### config.mk
export PLATFORM = sky130hd
export DESIGN_NAME = mem_read
export DESIGN_NICKNAME = d
export VERILOG_FILES = /design/src/rtl/mem_ctrl_pkg.sv /design/src/rtl/rd_buf_fifo.sv /design/src/rtl/mem_read.sv
export SDC_FILE = /design/constraint.sdc
export NUM_CORES = 1
export LEC_CHECK = 0
export ABC_CLOCK_PERIOD_IN_PS = 2520
export BUFFER_PORTS_ARGS = -buffer_cell sky130_fd_sc_hd__buf_2
export CORE_ASPECT_RATIO = 2
export CORE_MARGIN = 3
export CORE_UTILIZATION = 35
export CTS_BUF_LIST = sky130_fd_sc_hd__clkbuf_2 sky130_fd_sc_hd__clkbuf_4 sky130_fd_sc_hd__clkbuf_8
export DETAILED_ROUTE_END_ITERATION = 12
export GPL_ROUTABILITY_DRIVEN = 1
export GPL_TIMING_DRIVEN = 1
export HOLD_SLACK_MARGIN = 0.05
export REMOVE_ABC_BUFFERS = 1
export SYNTH_ARGS = -nofsm -noshare
export SYNTH_HDL_FRONTEND = slang
export SYNTH_SLANG_ARGS = --single-unit
### constraint.sdc
create_clock -name clk -period 2.52 [get_ports clk]
set_input_delay 0.378 -clock clk [delete_from_list [all_inputs] [get_ports clk]]
set_output_delay 0.378 -clock clk [all_outputs]
set_load 0.02 [all_outputs]
### src/rtl/mem_ctrl_pkg.sv
// Shared definitions for the on-chip RAM read/write sequencers.
package mem_ctrl_pkg;

    typedef enum logic [1:0] {
        IDLE,
        ISSUE,
        DRAIN,
        DONE
    } mem_state_t;

    localparam int DEF_ADDR_W = 8;
    localparam int DEF_DATA_W = 8;
    localparam int DEF_RD_LAT = 1;

    localparam int RD_LAT_MIN = 1;
    localparam int RD_LAT_MAX = 2;

    function automatic bit rd_lat_legal(input int lat);
        return (lat >= RD_LAT_MIN) && (lat <= RD_LAT_MAX);
    endfunction

endpackage

### src/rtl/rd_buf_fifo.sv
// Small synchronous FIFO holding RAM read returns until the consumer takes them.
module rd_buf_fifo #(
    parameter int DEPTH  = 2,
    parameter int DATA_W = 8
) (
    input  logic                           clk,
    input  logic                           rst,
    input  logic                           push,
    input  logic [DATA_W-1:0]              push_data,
    input  logic                           pop,
    input  logic                           flush,
    output logic [$clog2(DEPTH+1)-1:0]     count,
    output logic [DATA_W-1:0]              head
);

    localparam int CW = $clog2(DEPTH + 1);
    localparam int PW = (DEPTH > 1) ? $clog2(DEPTH) : 1;

    logic [DATA_W-1:0] mem [DEPTH];
    logic [PW-1:0]     wr_ptr;
    logic [PW-1:0]     rd_ptr;

    // DEPTH need not be a power of two, so pointers wrap explicitly.
    function automatic logic [PW-1:0] ptr_inc(input logic [PW-1:0] p);
        return (p == PW'(DEPTH - 1)) ? '0 : p + PW'(1);
    endfunction

    always_ff @(posedge clk or negedge rst) begin
        if (!rst) begin
            wr_ptr <= '0;
            rd_ptr <= '0;
            count  <= '0;
            for (int i = 0; i < DEPTH; i++) begin
                mem[i] <= '0;
            end
        end else if (flush) begin
            wr_ptr <= '0;
            rd_ptr <= '0;
            count  <= '0;
        end else begin
            if (push) begin
                mem[wr_ptr] <= push_data;
                wr_ptr      <= ptr_inc(wr_ptr);
            end
            if (pop) begin
                rd_ptr <= ptr_inc(rd_ptr);
            end
            count <= count + CW'(push) - CW'(pop);
        end
    end

    // An empty buffer presents zero rather than a stale word.
    assign head = (count != '0) ? mem[rd_ptr] : '0;

endmodule

### src/rtl/mem_read.sv
// Sequential RAM reader: issues a burst of reads and streams the returned bytes
// out over valid/ready, with credit-based issue so the return buffer never overflows.
module mem_read
    import mem_ctrl_pkg::*;
#(
    parameter int ADDR_W = DEF_ADDR_W,
    parameter int DATA_W = DEF_DATA_W,
    parameter int RD_LAT = DEF_RD_LAT
) (
    input  logic              clk,
    input  logic              rst,
    input  logic              start,
    input  logic [ADDR_W-1:0] base_addr,
    input  logic [ADDR_W:0]   length,
    input  logic              stop_read,
    output logic [ADDR_W-1:0] rd_address,
    output logic              rd_en,
    input  logic [DATA_W-1:0] q,
    output logic [DATA_W-1:0] out_data,
    output logic              out_valid,
    input  logic              out_ready,
    output logic              busy,
    output logic              done
);

    localparam int DEPTH = RD_LAT + 1;
    localparam int CW    = $clog2(DEPTH + 1);
    localparam int SW    = CW + 1;
    localparam int LW    = ADDR_W + 1;

    if (!rd_lat_legal(RD_LAT)) begin : g_rd_lat_check
        $error("mem_read: RD_LAT must be 1 or 2");
    end

    mem_state_t        state;
    mem_state_t        state_nxt;
    logic [LW-1:0]     len_r;
    logic [LW-1:0]     issue_cnt;
    logic [LW-1:0]     accept_cnt;
    logic [RD_LAT-1:0] vpipe;
    logic [RD_LAT-1:0] vpipe_nxt;
    logic [CW-1:0]     inflight;
    logic [CW-1:0]     fifo_count;
    logic              pop;
    logic              push;
    logic              flush;
    logic              start_ok;

    assign start_ok  = (state == IDLE) && start && !stop_read;
    assign flush     = stop_read && ((state == ISSUE) || (state == DRAIN));
    assign out_valid = (fifo_count != '0);
    assign pop       = out_valid && out_ready;
    assign push      = vpipe[RD_LAT-1] && !flush;
    assign busy      = (state != IDLE);
    assign done      = (state == DONE);

    always_comb begin
        inflight = '0;
        for (int i = 0; i < RD_LAT; i++) begin
            inflight = inflight + CW'(vpipe[i]);
        end
    end

    // A read may issue only if the word it returns is guaranteed a buffer slot.
    assign rd_en = (state == ISSUE) && !stop_read && (issue_cnt != len_r) &&
                   ((SW'(inflight) + SW'(fifo_count)) < (SW'(DEPTH) + SW'(pop)));

    always_comb begin
        vpipe_nxt    = vpipe << 1;
        vpipe_nxt[0] = rd_en;
    end

    always_comb begin
        state_nxt = state;
        case (state)
            IDLE: begin
                if (start_ok) begin
                    state_nxt = (length == '0) ? DONE : ISSUE;
                end
            end
            ISSUE: begin
                if (stop_read) begin
                    state_nxt = DONE;
                end else if (rd_en && ((issue_cnt + LW'(1)) == len_r)) begin
                    state_nxt = DRAIN;
                end
            end
            DRAIN: begin
                if (stop_read) begin
                    state_nxt = DONE;
                end else if (pop && ((accept_cnt + LW'(1)) == len_r)) begin
                    state_nxt = DONE;
                end
            end
            DONE:    state_nxt = IDLE;
            default: state_nxt = IDLE;
        endcase
    end

    always_ff @(posedge clk or negedge rst) begin
        if (!rst) begin
            state <= IDLE;
        end else begin
            state <= state_nxt;
        end
    end

    always_ff @(posedge clk or negedge rst) begin
        if (!rst) begin
            rd_address <= '0;
            len_r      <= '0;
            issue_cnt  <= '0;
            accept_cnt <= '0;
            vpipe      <= '0;
        end else begin
            if (start_ok) begin
                rd_address <= base_addr;
                len_r      <= length;
                issue_cnt  <= '0;
                accept_cnt <= '0;
            end else begin
                if (rd_en) begin
                    rd_address <= rd_address + ADDR_W'(1);
                    issue_cnt  <= issue_cnt + LW'(1);
                end
                if (pop) begin
                    accept_cnt <= accept_cnt + LW'(1);
                end
            end
            // Clearing the tags on abort makes late RAM returns fall on the floor.
            vpipe <= flush ? '0 : vpipe_nxt;
        end
    end

    rd_buf_fifo #(
        .DEPTH  (DEPTH),
        .DATA_W (DATA_W)
    ) u_buf (
        .clk       (clk),
        .rst       (rst),
        .push      (push),
        .push_data (q),
        .pop       (pop),
        .flush     (flush),
        .count     (fifo_count),
        .head      (out_data)
    );

endmodule

==> summary.md <==
| Metric | Value |
|---|---|
| Pleak | 0.00187 µW |
| Clock tree root buffer cell | clkbuf_8 |
| Max Cap Violations | 0 |
| Most frequent CP cell | ha_1 |
| Core Rows | 51 |
| HPWL Detailed | between 6000 and 7000 µm |
| Pins Over Slew Limit | 0 |
| Core area | between 9000 and 10000 µm² |
| Worst R2R Start | issue_cnt[1]$_DFFE_PN0P_ |
| Initial core utilization | 35.8% |
| Tcrit/Tclk final | 94.0% |
| Final Instance Count excl. Fillers | 563 |
| Area delta synth->final | 18.2% |
| Main flop type after synthesis | dfrtp_1 |
| Worst Path Max Fanout | 7 |
| Largest net degree at the start of global routing | 43 |
| CP Cell Sequence | ha_1, ha_1, o21ai_0, nand2_1, nor2_4, buf_2 |
| Initial DRC Count | approximately 120 |
| R2R Setup Slk | 0.16 ns |
| Final GP Congestion | 0.871 |
| Final setup margin | 0.150 ns |
| I/O pin count | 50 |
| Critical R2R Capture | state[0]$_DFFE_PN0P_ |
| Seq/Total Area, Yosys | roughly 42% |
| DRC violation count after routing | 0 |
| Clock Sinks | 58 |
| Pwr/cell area | 1160 nW/µm² |
| Num CTS Buffers | 9 |
| Clock Latency Late Sink | between 0.3 and 0.4 ns |
| Grt total ovfl | 0 |
| Critical path class | reg2out |
| Via count of the first global-routing pass | 2949 |
| CTS Buffer Depth | 2 |
| Upper clock frequency limit | between 0.4 and 0.5 GHz |
| GRT Total Usage | 16.5% |
| CP required | 2.14 ns |
| Flops & latches, synth | 58 |
| Fin. Hold Viols | 0 |
| Tot Pwr | 4790 µW |
| Die Height | approximately 150 µm |
| WL final | a little under 9000 µm |
| Die X | 76.7 µm |
| Most frequent cells in the layout | dfrtp_1 (58), nand2_1 (54), buf_2 (49) |
| CTS H-tree depth | 3 |
| Minimum clock period | 2.37 ns |
| Full die area | about 11000 µm² |
| Mean Syn Cell Area | 9.45 µm² |
| Slew HR | between 50% and 60% |
| DR WL/cell | 15.4 µm |
| Synth Warn # | 0 |
| Multi-input logic area | 1930 µm² |
| Clock transition at path regs | ~0.070 ns |
| Synth async-reset ratio | 100% |
| DR vias/cell | 5.08 |
| Worst path arrival time | 1.99 ns |
| First-pass GRT wire length | between 10000 and 15000 µm |
| Worst-margin pin slew | 0.619 ns |
| Setup crit start kind | flop |
| Max rail drop VDD | 0.479 mV |
| Mapped cell area | 3500 µm² |
| Layout cells sized above 1 | 24.6% |
| R2R cell count | 8 |
| Crit-path slowest cell | dfrtp_1 |
| Most common cell after layout, fill and taps aside | dfrtp_1 |
| Outcome | completed |
| Fin nets | 468 |
| Vias | 2860 |
| Diode count | 0 |
| Yosys cell types | 50 |
| Detail Route Antenna Nets | 0 |
| Post-synth EDFFs | 0 |
| TritonCTS clock tree | yes |
| Port bufs | 49 |
| Register area | 1450 µm² |
| Post-Route Skew | 0.00781 ns |
| Synth Instances | between 300 and 400 |
| Post-layout util | about 42% |
| Crit path largest cell delay | 0.41 ns |
| Antenna violations before repair | 0 |
| Worst hold-check path type | in2async |
| Post-Place Cells | 545 |
| Endpoints failing setup | 0 |
| CP endpoint kind | output port |
| First drt pass iteration count | 4 |
| Layout fillers | 990 |
| Pre-CTS setup slack | about 0.17 ns |
[critical path: cells and delay by family, from the launching register on]
family	cells	cell delay [ns]
adder cells (fa/ha/maj)	2	0.47
flip-flops	1	0.41
AO/OA/AOI/OAI	1	0.10
AND/OR/NAND/NOR	2	0.46
buffers and inverters	1	0.20
[final cells by class]
type                            count  share of cell area, %
Multi-Input combinational cell    284                   46.7
Sequential cell                    58                   35.1
Timing Repair Buffer               63                   8.78
Clock buffer                       12                   3.84
Tap cell                          132                   4.00
Clock inverter                      4                  0.636
Inverter                           10                  0.908
[cells by family (layout without fill, tap and decap cells)]
family,after synthesis,count (layout),synth area share (%)
and+or+nand+nor,147,147,20.4
AOI/OAI and AO/OA,45,45,8.30
DFF,58,58,41.5
adders and majority gates,12,12,4.29
muxes,28,28,8.62
buffers and inverters,28,89,3.86
xor gates and xnor gates,52,52,13.0
[through the flow]
stage | hold WS [ns] | instance area (µm²) | setup TNS (ns)
after floorplan | 0.0824 | 3400 | -0.0740
after global placement | 0.428 | 3920 | 0
after detailed placement | 0.437 | 3920 | 0
after CTS | 0.0558 | 4110 | 0
after global routing | 0.0819 | 4130 | -0.00395
final | 0.0429 | 4130 | 0
[report_power, final]
part	switching, µW	total (µW)	internal [µW]	leakage (µW)
combinational	1240	2250	1010	0.00104
sequential	434	1730	1300	0.000737
clock	385	804	419	0.0000958
total	2060	4790	2730	0.00187
[layer usage]
layer / share of wire [%] / routed length (µm) / global-route usage, %
met1: 36 / 3120 / 16.6
met2: 57 / 4970 / 31.6
met3: 4.5 / 394 / 4.29
met4: 2.1 / 184 / 6.17
met5: 0 / 0 / 0
[worst max-delay path by stage]
| stage | from | end | slack, ns | cells past startpoint |
|---|---|---|---|---|
| after floorplan | state[0]$_DFFE_PN0P_ | rd_address[0]$_DFFE_PN0P_ | -0.01 | 5 |
| after global placement | issue_cnt[1]$_DFFE_PN0P_ | state[1]$_DFFE_PN0P_ | 0.28 | 8 |
| after detailed placement | issue_cnt[1]$_DFFE_PN0P_ | state[1]$_DFFE_PN0P_ | 0.17 | 8 |
| after CTS | vpipe$_DFF_PN0_ | rd_en | 0.06 | 6 |
| after global routing | vpipe$_DFF_PN0_ | rd_en | -0.004 | 6 |
| final | vpipe$_DFF_PN0_ | rd_en | 0.15 | 6 |
[cell usage after synthesis (2+ instances only)]
master | number | area share (%)
o21ai_0 | 15 | 2.1
nor3_1 | 5 | 0.72
o21ai_1 | 2 | 0.29
nand4_1 | 13 | 2.3
nor2b_1 | 4 | 0.72
buf_6 | 2 | 0.64
nand3_1 | 6 | 0.86
mux2_2 | 17 | 5.5
nor4_1 | 2 | 0.36
ha_1 | 12 | 4.3
buf_2 | 6 | 0.86
a211oi_1 | 2 | 0.43
inv_1 | 10 | 1.1
xor2_1 | 23 | 5.8
or4_1 | 2 | 0.43
a31oi_1 | 3 | 0.54
nand2_1 | 54 | 5.8
clkbuf_1 | 8 | 0.86
mux2i_1 | 11 | 3.1
and2_1 | 4 | 0.72
or2_2 | 3 | 0.54
and3_1 | 5 | 0.89
xnor2_1 | 29 | 7.3
and4_1 | 2 | 0.50
a32oi_1 | 2 | 0.50
buf_4 | 2 | 0.43
or3_1 | 3 | 0.54
a21oi_1 | 8 | 1.1
nand2b_1 | 4 | 0.72
nor2_1 | 33 | 3.5
o41a_1 | 2 | 0.64
dfrtp_1 | 58 | 42
[sequential cells by signal (all words and copies together) (netlist names)]
name          flops
rd_address        8
u_buf.wr_ptr      1
u_buf.mem        16
u_buf.rd_ptr      1
u_buf.count       2
state             2
vpipe             1
len_r             9
accept_cnt        9
issue_cnt         9
[what timing repair did]
item / 4_1_cts / 5_1_grt
buffers inserted: 0 / 2
gates resized for setup: 1 / 2
setup endpoints to repair: 1 / 2
hold buffers: 0 / 0
pin swaps: 0 / 1
Note: power is estimated with default switching activity, not from simulation.
